==> src/rtl/clk_pkg.sv <==
// Shared BCD types, digit arithmetic helpers and field moduli for the clock datapath.
// Helpers are pure functions, usable both in logic and in constant expressions.
package clk_pkg;

  typedef logic [3:0] bcd_t;

  typedef struct packed {
    bcd_t tens;
    bcd_t units;
  } bcd2_t;

  localparam int SEC_MOD  = 60;
  localparam int HR24_MOD = 24;
  localparam int HR12_MOD = 12;
  localparam int HR12_MIN = 1;

  function automatic bcd2_t bcd2_inc(input bcd2_t v);
    bcd2_t r;
    r = v;
    if (v.units == 4'd9) begin
      r.units = 4'd0;
      r.tens  = v.tens + 4'd1;
    end else begin
      r.units = v.units + 4'd1;
    end
    return r;
  endfunction

  function automatic bcd2_t bcd2_dec(input bcd2_t v);
    bcd2_t r;
    r = v;
    if (v.units == 4'd0) begin
      r.units = 4'd9;
      r.tens  = v.tens - 4'd1;
    end else begin
      r.units = v.units - 4'd1;
    end
    return r;
  endfunction

  function automatic logic [7:0] bcd2_to_bin(input bcd2_t v);
    return 8'(v.tens) * 8'd10 + 8'(v.units);
  endfunction

  function automatic bcd2_t bin_to_bcd2(input int v);
    bcd2_t r;
    r.tens  = 4'(v / 10);
    r.units = 4'(v % 10);
    return r;
  endfunction

endpackage

==> src/rtl/bcd_mod_counter_if.sv <==
// Control/status bundle of one BCD time-field counter.
// master = controlling side (timebase, UI, cascade consumer); slave = the counter.
interface bcd_mod_counter_if;
  import clk_pkg::*;

  logic EN;
  logic UP;
  logic INC;
  logic DEC;
  logic LOAD;
  bcd_t LDH;
  bcd_t LDL;
  bcd_t QH;
  bcd_t QL;
  logic CA;
  logic BO;
  logic LDERR;

  modport master (
    output EN, UP, INC, DEC, LOAD, LDH, LDL,
    input  QH, QL, CA, BO, LDERR
  );

  modport slave (
    input  EN, UP, INC, DEC, LOAD, LDH, LDL,
    output QH, QL, CA, BO, LDERR
  );

endinterface

==> src/rtl/bcd_mod_counter.sv <==
// Two-digit BCD modulo counter (MINVAL..MINVAL+MODULUS-1) with up/down step, manual set and load.
// Count updates one cycle after its control input; CA/BO are same-cycle so a next field can use CA as EN.
module bcd_mod_counter
  import clk_pkg::*;
#(
  parameter int MODULUS = 60,
  parameter int MINVAL  = 0
) (
  input logic             CLK,
  input logic             RST,
  bcd_mod_counter_if.slave bus
);

  localparam int    MAXVAL  = MINVAL + MODULUS - 1;
  localparam bcd2_t MIN_BCD = bin_to_bcd2(MINVAL);
  localparam bcd2_t MAX_BCD = bin_to_bcd2(MAXVAL);
  localparam logic [7:0] MIN_BIN = 8'(MINVAL);
  localparam logic [7:0] MOD_BIN = 8'(MODULUS);

  generate
    if (MAXVAL > 99 || MODULUS < 2 || MINVAL < 0) begin : g_bad_params
      $fatal(1, "bcd_mod_counter: MODULUS/MINVAL out of range (MAXVAL must be <= 99, MODULUS >= 2)");
    end
  endgenerate

  bcd2_t      cnt;
  bcd2_t      nxt;
  bcd2_t      ld_bcd;
  bcd2_t      step_up;
  bcd2_t      step_dn;
  logic [7:0] ld_off;
  logic       ld_ok;
  logic       at_max;
  logic       at_min;
  logic       lderr_q;
  logic       lderr_nxt;

  assign at_max  = (cnt == MAX_BCD);
  assign at_min  = (cnt == MIN_BCD);
  assign step_up = at_max ? MIN_BCD : bcd2_inc(cnt);
  assign step_dn = at_min ? MAX_BCD : bcd2_dec(cnt);

  assign ld_bcd.tens  = bus.LDH;
  assign ld_bcd.units = bus.LDL;
  // Values below MINVAL wrap to >= 157 in 8 bits, so one compare covers both range bounds.
  assign ld_off = bcd2_to_bin(ld_bcd) - MIN_BIN;
  assign ld_ok  = (bus.LDH <= 4'd9) && (bus.LDL <= 4'd9) && (ld_off < MOD_BIN);

  always_comb begin
    nxt       = cnt;
    lderr_nxt = 1'b0;
    if (bus.LOAD) begin
      if (ld_ok) begin
        nxt = ld_bcd;
      end else begin
        lderr_nxt = 1'b1;
      end
    end else if (bus.EN) begin
      nxt = bus.UP ? step_up : step_dn;
    end else if (bus.INC && !bus.DEC) begin
      nxt = step_up;
    end else if (bus.DEC && !bus.INC) begin
      nxt = step_dn;
    end
  end

  always_ff @(posedge CLK) begin
    if (!RST) begin
      cnt <= MIN_BCD;
    end else begin
      cnt <= nxt;
    end
  end

  always_ff @(posedge CLK) begin
    if (!RST) begin
      lderr_q <= 1'b0;
    end else begin
      lderr_q <= lderr_nxt;
    end
  end

  assign bus.QH    = cnt.tens;
  assign bus.QL    = cnt.units;
  assign bus.LDERR = lderr_q;
  assign bus.CA    = RST && !bus.LOAD && bus.EN &&  bus.UP && at_max;
  assign bus.BO    = RST && !bus.LOAD && bus.EN && !bus.UP && at_min;

endmodule

==> src/flat_wrapper.sv <==
// flat-port wrapper written by rule: the top's interface ports become plain ports
module bcd_mod_counter_flat import clk_pkg::*;
#(
  parameter int MODULUS = 60,
  parameter int MINVAL  = 0
)
  (CLK, RST, bus_EN, bus_UP, bus_INC, bus_DEC, bus_LOAD, bus_LDH, bus_LDL, bus_QH, bus_QL, bus_CA, bus_BO, bus_LDERR);
  bcd_mod_counter_if bus_i ();
  input logic CLK;
  input logic RST;
  input wire logic [$bits(bus_i.EN)-1:0] bus_EN;
  input wire logic [$bits(bus_i.UP)-1:0] bus_UP;
  input wire logic [$bits(bus_i.INC)-1:0] bus_INC;
  input wire logic [$bits(bus_i.DEC)-1:0] bus_DEC;
  input wire logic [$bits(bus_i.LOAD)-1:0] bus_LOAD;
  input wire logic [$bits(bus_i.LDH)-1:0] bus_LDH;
  input wire logic [$bits(bus_i.LDL)-1:0] bus_LDL;
  output wire logic [$bits(bus_i.QH)-1:0] bus_QH;
  output wire logic [$bits(bus_i.QL)-1:0] bus_QL;
  output wire logic [$bits(bus_i.CA)-1:0] bus_CA;
  output wire logic [$bits(bus_i.BO)-1:0] bus_BO;
  output wire logic [$bits(bus_i.LDERR)-1:0] bus_LDERR;
  assign bus_i.EN = bus_EN;
  assign bus_i.UP = bus_UP;
  assign bus_i.INC = bus_INC;
  assign bus_i.DEC = bus_DEC;
  assign bus_i.LOAD = bus_LOAD;
  assign bus_i.LDH = bus_LDH;
  assign bus_i.LDL = bus_LDL;
  assign bus_QH = bus_i.QH;
  assign bus_QL = bus_i.QL;
  assign bus_CA = bus_i.CA;
  assign bus_BO = bus_i.BO;
  assign bus_LDERR = bus_i.LDERR;
  bcd_mod_counter #(.MODULUS(MODULUS), .MINVAL(MINVAL)) u_core (.CLK(CLK), .RST(RST), .bus(bus_i));
endmodule
==> config.mk <==
export PLATFORM = sky130hd
export DESIGN_NAME = bcd_mod_counter_flat
export DESIGN_NICKNAME = d
export VERILOG_FILES = /design/src/rtl/clk_pkg.sv /design/src/rtl/bcd_mod_counter_if.sv /design/src/rtl/bcd_mod_counter.sv /design/src/flat_wrapper.sv
export SDC_FILE = /design/constraint.sdc
export NUM_CORES = 1
export LEC_CHECK = 0
export BUFFER_PORTS_ARGS = -buffer_cell sky130_fd_sc_hd__buf_2
export CAP_MARGIN = 20
export CORE_AREA = 2 2 59 75
export DETAILED_ROUTE_END_ITERATION = 10
export DIE_AREA = 0 0 61 77
export RECOVER_POWER = 100
export SYNTH_ARGS = -nofsm -noshare
export SYNTH_HDL_FRONTEND = slang
export SYNTH_SLANG_ARGS = --single-unit
==> constraint.sdc <==
create_clock -name CLK -period 7.1 [get_ports CLK]
set_input_delay 1.42 -clock CLK [delete_from_list [all_inputs] [get_ports CLK]]
set_output_delay 1.42 -clock CLK [all_outputs]
set_load 0.01 [all_outputs]
==> metrics.cfg, run 1 <==
[run_status]
status=completed

[clocking]
numClockSinks=9
clk_latency_ps=230
cts_buffers=3
cts.path.max_buffers=2
cts_tree=built
cts.htree.levels=1
cts_setup_buffers=0
cts-resized-gates=0
cts_root_buf=clkbuf_8
clk_pin_slew_worst_paths_ps=40
postCtsHoldBufs=0

[critical_path]
critPathLaunchType=primary input
cp.arrival_ps=2630
crit_fanout=11
required_ps=5680
end_kind=primary output
worstSetupPathType=primary input to primary output
r2r_slack_ps=5080

[worst_hold_path]
hold_class=flip-flop to flip-flop

[synth]
ys_ff_latch=9
avgSynthCellArea_um2=8.26
synth_cells=142
syn_area_um2=1170
synth_edf_count=0
async_reset_ff_share_pct=0
synthDistinctLibCells=47
synth_nets=172
yosysSeqAreaShare_pct=15.4
yosysWarningCount=0
ys.flop_type=dfxtp_1

[cells_and_area]
drive_above_1_share_pct=15.2
final_cell_mix=nand2_1 (16), ha_1 (13), clkbuf_1 (13), buf_2 (13)
final_cells=221
post-route-cell-area_um2=1360
n_antenna_cell=0
final_common_cell=nand2_1
utilization_pct=33.9
n_fill_cell=440
final_nets=196
syn_to_final_growth_pct=15.7

[timing]
worstMarginPinSlew_ps=470
rsz0062_at_grt=no
slew_viol_final=0
min_period_ps=4050
fmax_mhz=247
slew_headroom_pct=68.6
setup-tns-final_ps=0
fin_crit_sh_pct=57.0
finalWorstSetupSlack_ps=3050
finClkSkew_ps=1.82
setup_violations=0
hold_viol_final=0
whs_ps=574

[detailed_routing]
drt_wl_total_mm=2.91
first_iter_violations=23
viasPerCell=5.19
drc=0
wl_per_cell_um=13.2
first_pass_iters=4
antenna_left=0
vias=1148

[power_and_ir_drop]
p_leak_nw=0.576
fin_total_pwr_uw=225
switching_share_pct=38.1
p_sw_uw=85.6
clkPwrFrac_pct=25.6
p_comb_share_pct=43.5
p_int_uw=139
seq_power_share_pct=30.8
ir_drop_v=0.0000589
power_density_nw_per_um2=165

[run]
cap_viol_max_count=0

[floorplan]
dieArea_um2=4700
pin_count=26
dieHeight_um=77
die_x_um=61
start_util_pct=29.3
core-area_um2=4000
rows=26

[grt]
grt_overflow=0
grt_pass1_wl_mm=4.95
grt_pass1_vias=1059
gr-usage-all-layers_pct=13.2
grt_max_degree=17
antenna_found_initial=0

[placed_design]
dpl_worst_slack_ps=3240
hpwl_mm=2.34
place.gp.congestion=0.806
port_buffers=25
placed_area_um2=1330
dp_cells=217

==> registers in the layout, indices dropped and copies added, names as in the netlist <==
name	cells
u_core.bus.QH	4
u_core.bus.LDERR	1
u_core.bus.QL	4
==> routing by layer <==
metal / vias up / share of wire, % / GRT usage, %
met3: 2 / 3.5 / 0.843
met4: 0 / 0.72 / 5.22
met2: 21 / 50 / 21.3
met1: 535 / 46 / 17.8
met5: - / 0 / 0
li1: 590 / - / -
==> cell usage after synthesis, types with 3 or more instances <==
| master | instances | area share [%] |
|---|---|---|
| o2111ai_1 | 5 | 3.7 |
| nor3_1 | 6 | 2.6 |
| o211a_1 | 3 | 2.6 |
| a21oi_1 | 3 | 1.3 |
| nand2_1 | 16 | 5.1 |
| buf_2 | 3 | 1.3 |
| dfxtp_1 | 9 | 15 |
| o221ai_1 | 3 | 2.2 |
| inv_1 | 9 | 2.9 |
| and3_1 | 5 | 2.7 |
| o21ai_0 | 6 | 2.6 |
| ha_1 | 13 | 14 |
| nor2_1 | 3 | 0.96 |
| nand3_1 | 7 | 3.0 |
| nand3b_1 | 4 | 2.6 |
| o21ai_1 | 4 | 1.7 |
==> power groups by stage <==
stage	Clock, mW	Combinational (mW)	Sequential (mW)
floorplan	0	0.0736	0.0684
global placement	0	0.0996	0.0698
detailed placement	0	0.100	0.0698
CTS	0.0604	0.101	0.0688
global route	0.0636	0.110	0.0708
finish	0.0576	0.0978	0.0692
==> final timing paths <==
path	start	end	depth (start not counted)
min reg2reg	u_core.bus.QL[1]	u_core.bus.QL[1]	2
max reg2reg	u_core.bus.QL[0]	u_core.bus.QH[2]	7
min	u_core.bus.QL[1]	u_core.bus.QL[1]	2
max	bus_LOAD	bus_CA	5
==> layout make-up <==
cell class                      count  area (um2)  area share (%)
Sequential cell                     9         180            13.3
Multi-Input combinational cell    118         918            67.6
Inverter                            9        33.8            2.49
Tap cell                           56        70.1            5.16
Timing Repair Buffer               25         110            8.11
Clock buffer                        4        45.0            3.32
==> logic make-up after synthesis <==
group | count (synthesis) | share of synthesized area, %
xor+xnor | 4 | 2.99
simple gates | 55 | 26.7
flops | 9 | 15.4
mux | 3 | 5.12
buf+inv | 15 | 6.40
compound gates | 41 | 26.2
fa+ha+maj | 15 | 17.3
==> worst max-delay path: stages <==
cell and delay (ps):
clkbuf_1 360, inv_1 300, and3_1 250, and3_1 170, clkbuf_1 120
No activity file was read; power rests on OpenSTA's default activity.
==> inputs of run 2 (changes only) <==
==> constraint.sdc (replaced) <==
create_clock -name CLK -period 3.9 [get_ports CLK]
set_input_delay 0.78 -clock CLK [delete_from_list [all_inputs] [get_ports CLK]]
set_output_delay 0.78 -clock CLK [all_outputs]
set_load 0.01 [all_outputs]
==> run 2 against run 1 <==
  * Worst hold slack improved by 17 ps
  * Core utilization decreased by 0.25 points
  * Sequential power increased by 81%
  * Register-to-register slack got worse by 3500 ps
  * Clock power increased by 84%
  * Global-route usage increased by 0.50 points
  * Count of clock-buffer cells in the layout unchanged
  * Routed wire length increased by 2.0%
  * Design area decreased by 0.74%
  * First-iteration DRC count unchanged
  * Critical path depth increased by 5
  * Combinational power increased by 78%
==> metrics.cfg, run 2 (synthesis results as in run 1) <==
[run_status]
status=completed

[detailed_routing]
wl_per_cell_um=13.4  ; +2.0%
antenna_left=0  ; unchanged
viasPerCell=5.43  ; +4.4%
drc=0  ; unchanged
drt_wl_total_mm=2.97  ; +2.0%
first_pass_iters=4  ; unchanged
first_iter_violations=23  ; unchanged
vias=1199  ; +4.4%

[floorplan]
dieArea_um2=4700  ; unchanged
dieHeight_um=77  ; unchanged
die_x_um=61  ; unchanged
start_util_pct=29.3  ; unchanged
rows=26  ; unchanged
pin_count=26  ; unchanged
core-area_um2=4000  ; unchanged

[run]
cap_viol_max_count=0  ; unchanged

[timing]
slew_viol_final=0  ; unchanged
setup_violations=0  ; unchanged
fmax_mhz=328
worstMarginPinSlew_ps=757  ; +286 ps
slew_headroom_pct=49.4  ; -19 points
setup-tns-final_ps=0  ; unchanged
rsz0062_at_grt=no
fin_crit_sh_pct=78.2
hold_viol_final=0  ; unchanged
finClkSkew_ps=4.25  ; +2.43 ps
min_period_ps=3050

[cells_and_area]
n_antenna_cell=0  ; unchanged
final_cell_mix=nand2_1 (16), buf_2 (14), ha_1 (13)
syn_to_final_growth_pct=14.8
final_nets=196  ; unchanged
n_fill_cell=443  ; +0.68%
drive_above_1_share_pct=15.2  ; unchanged
final_common_cell=nand2_1

[grt]
grt_pass1_vias=1102  ; +4.1%
grt_overflow=0  ; unchanged
grt_max_degree=17  ; unchanged
gr-usage-all-layers_pct=13.7  ; +0.50 points
grt_pass1_wl_mm=5.07  ; +2.5%
antenna_found_initial=0  ; unchanged

[worst_hold_path]
hold_class=flip-flop to flip-flop
hold_depth=2  ; unchanged
hold_start=u_core.bus.QH[1]

[clocking]
clk_pin_slew_worst_paths_ps=50  ; about the same
cts_setup_buffers=0  ; unchanged
cts_tree=built
cts.path.max_buffers=2  ; unchanged
cts_buffers=3  ; unchanged
postCtsHoldBufs=0  ; unchanged
cts_root_buf=clkbuf_8
numClockSinks=9  ; unchanged
cts.htree.levels=1  ; unchanged
cts-resized-gates=0  ; unchanged
clk_latency_ps=230  ; about the same

[power_and_ir_drop]
fin_total_pwr_uw=406  ; +81%
p_leak_nw=0.574  ; -0.30%
ir_drop_v=0.0000915  ; +55%
power_density_nw_per_um2=301  ; +82%

[placed_design]
port_buffers=25  ; unchanged
place.gp.congestion=0.779  ; -3.4%
hpwl_mm=2.35  ; +0.65%

[critical_path]
worstReg2RegStart=u_core.bus.QL[0]
required_ps=4020  ; -1660 ps
rr_worst_depth=8  ; +1
crit_start=bus_LDH[1]
worstSetupPathType=primary input to flip-flop
end_kind=flip-flop
critPathLaunchType=primary input
crit_fanout=12  ; +1
cp.arrival_ps=3170  ; +540 ps

run 2: path summary, 6_finish.rpt:
kind,slack [ps],to
worst max register to register,1550,u_core.bus.QH[0]
worst min-delay path,590,u_core.bus.QH[1]
worst max-delay path,850,u_core.bus.QL[2]
worst min register to register,590,u_core.bus.QH[1]
run 2: layer usage:
layer	global-route usage, %	part of all wire, %
met5	0	0
met4	5.22	0.98
met3	1.01	5.5
met2	22.2	50
met1	18.4	44
run 2: where the power goes:
part           internal, mW  switching, mW  total [mW]
logic                0.0759         0.0982       0.174
registers             0.103         0.0221       0.125
clock network        0.0711         0.0353       0.106
total                 0.250          0.156       0.406
run 2: per-stage QoR:
stage	hold WS, ps	util, %	area (um2)	worst slack (ps)	instances
2_1_floorplan	555	-	1170	1050	142
3_3_place_gp	571	33.2	1330	756	217
3_5_place_dp	567	33.2	1330	679	217
4_1_cts	578	34.3	1370	921	221
5_1_grt	617	33.7	1350	599	221
6_report	591	33.7	1350	849	221
run 2: layout make-up:
cell class | instances | area (um2) | share of cell area (%)
inverters | 9 | 33.8 | 2.51
clock buffers | 4 | 45.0 | 3.34
flip-flops and latches | 9 | 180 | 13.4
repair buffers | 25 | 111 | 8.26
well taps | 56 | 70.1 | 5.20
multi-input cells | 118 | 907 | 67.3
run 2: critical path: stages:
cell and delay, ps:
clkbuf_1 230, ha_1 290, ha_1 190, fa_1 540, nand2_1 60, a21o_1 160
xor2_1 220, a41o_1 400, o211ai_1 150, o211a_1 150
==> inputs of run 3 (changes only) <==
==> constraint.sdc (replaced) <==
create_clock -name CLK -period 2.6 [get_ports CLK]
set_input_delay 0.52 -clock CLK [delete_from_list [all_inputs] [get_ports CLK]]
set_output_delay 0.52 -clock CLK [all_outputs]
set_load 0.01 [all_outputs]
==> run 3 against run 2 <==
  * Clock power up 50%
  * Worst hold slack worse by 18 ps
  * Count of clock-buffer cells in the layout unchanged
  * Design area grew 13%
  * First-iteration DRC count up 110%
  * Register-to-register slack got worse by 970 ps
  * Via count grew 4.8%
  * Sequential cell count unchanged
  * Die area did not move
  * Critical endpoint unchanged
  * Largest cell class unchanged
==> metrics.cfg, run 3 (synthesis results as in run 1) <==
[floorplan]
dieHeight_um=77  ; unchanged
rows=26  ; unchanged
core-area_um2=4000  ; unchanged
die_x_um=61  ; unchanged
dieArea_um2=4700  ; unchanged
pin_count=26  ; unchanged
start_util_pct=29.3  ; unchanged

[clocking]
numClockSinks=9  ; unchanged
cts_root_buf=clkbuf_8
cts_buffers=3  ; unchanged
cts.htree.levels=1  ; unchanged
clk_pin_slew_worst_paths_ps=40  ; about the same
clk_latency_ps=230  ; about the same
cts.path.max_buffers=2  ; unchanged
cts_tree=built

[grt]
grt_pass1_wl_mm=5.29  ; +4.4%
grt_overflow=0  ; unchanged
grt_max_degree=17  ; unchanged
gr-usage-all-layers_pct=14.4  ; +0.74 points
antenna_found_initial=0  ; unchanged
grt_pass1_vias=1144  ; +3.8%

[power_and_ir_drop]
p_leak_nw=0.649  ; +13%
fin_total_pwr_uw=676  ; +67%
ir_drop_v=0.000152  ; +66%
power_density_nw_per_um2=443  ; +47%

[detailed_routing]
first_iter_violations=48  ; +110%
wl_per_cell_um=14.5  ; +7.7%
viasPerCell=5.42  ; -0.13%
antenna_left=0  ; unchanged
vias=1257  ; +4.8%
drc=0  ; unchanged
first_pass_iters=5  ; +1
drt_wl_total_mm=3.36  ; +13%

[timing]
finClkSkew_ps=1.98  ; -2.27 ps
setup_violations=0  ; unchanged
worstMarginPinSlew_ps=351  ; -405 ps
slew_headroom_pct=76.1  ; +27 points
hold_viol_final=0  ; unchanged
fmax_mhz=398
rsz0062_at_grt=yes
slew_viol_final=0  ; unchanged
fin_crit_sh_pct=96.7
min_period_ps=2510

[worst_hold_path]
hold_class=flip-flop to flip-flop
hold_start=u_core.bus.QL[1]
hold_depth=2  ; unchanged
hold_end=u_core.bus.QL[1]

[critical_path]
required_ps=2720  ; -1300 ps
worstReg2RegStart=u_core.bus.QL[0]
r2r-end=u_core.bus.QH[0]
slowest_stage=fa_2
cp.arrival_ps=2630  ; -540 ps
crit_top_cell=ha_4
worstPathCellList=buf_6 -> ha_4 -> ha_4 -> fa_2 -> nand2_1 -> a21o_1 -> xor2_2 -> a41o_2 -> o211ai_1 -> o211a_1
cp_slowest_stage_delay_ps=610  ; +70 ps
rr_worst_depth=8  ; unchanged
end_kind=flip-flop
r2r_slack_ps=580  ; -970 ps
worstSetupPathType=primary input to flip-flop
critPathLaunchType=primary input
crit_fanout=6  ; -6

[run]
cap_viol_max_count=0  ; unchanged

[cells_and_area]
final_cells=232  ; +5.0%
final_cell_mix=nand2_1 (16), buf_2 (14), ha_1 (10), clkbuf_1 (10), buf_4 (10)
n_antenna_cell=0  ; unchanged
drive_above_1_share_pct=27.3  ; +12 points
final_common_cell=nand2_1
syn_to_final_growth_pct=30.2
final_nets=207  ; +5.6%

[placed_design]
place.gp.congestion=0.745  ; -4.3%
dp_cells=225  ; +3.7%
port_buffers=25  ; unchanged
hpwl_mm=2.46  ; +4.6%

[run_status]
status=completed

==> run 3: power breakdown <==
part	switching, mW	internal, mW	leakage (nW)	total, mW
registers	0.0345	0.155	0.0743	0.189
logic	0.172	0.157	0.552	0.329
clock network	0.0520	0.107	0.0228	0.159
==> run 3: how the worst max path moves through the flow <==
stage / startpoint / to / slack [ps] / depth (start not counted)
4_1_cts: bus_LDH[1] / u_core.bus.QL[2] / 50 / 10
3_3_place_gp: bus_LDH[1] / u_core.bus.QL[2] / -210 / 10
5_1_grt: bus_LDH[3] / u_core.bus.QL[2] / -40 / 10
6_report: bus_LDH[3] / u_core.bus.QL[2] / 90 / 10
3_5_place_dp: bus_LDH[1] / u_core.bus.QL[2] / -290 / 10
2_1_floorplan: bus_LDH[1] / u_core.bus.QL[2] / 10 / 9
==> run 3: what timing repair did <==
| item | 4_1_cts | 5_1_grt |
|---|---|---|
| endpoints found under the setup margin | 8 | 5 |
| hold buffers | 0 | 0 |
| setup buffers | 0 | 3 |
| pin swaps | 0 | 10 |
| resized for setup | 1 | 16 |
| cloned | 0 | 1 |
==> run 3: per-stage QoR <==
step                utilization [%]  hold slack [ps]  TNS, ps  setup WS [ps]  instance area (um2)
floorplan                         -              555        0           9.68                 1170
global placement               34.7              568    -1350           -208                 1390
detailed placement             34.7              567    -1960           -291                 1390
CTS                            35.8              577        0           51.1                 1430
global route                   38.2              604    -35.1          -35.1                 1530
finish                         38.2              573        0           86.2                 1530
==> run 3: cell type report <==
cell class	instances	area, um2
sequential	9	180
clock buffer	4	45.0
multi-input combinational	119	997
inverter	9	33.8
tap	56	70.1
timing repair buffer	35	201
fill	427	2470
==> run 3: critical path, delay by kind of cell <==
family                     cells  cell delay [ps]
adders and majority gates      3             1010
AOI/OAI and AO/OA              4              700
xor gates and xnor gates       1              250
buffers and inverters          1              100
and+or+nand+nor                1               60
==> run 3: per-layer routing <==
layer | vias to the layer above | share of wire (%) | track usage, %
li1 | 614 | - | -
met1 | 596 | 42 | 18.6
met2 | 37 | 52 | 24.5
met3 | 10 | 3.8 | 1.35
met4 | 0 | 1.9 | 4.57
met5 | - | 0 | 0
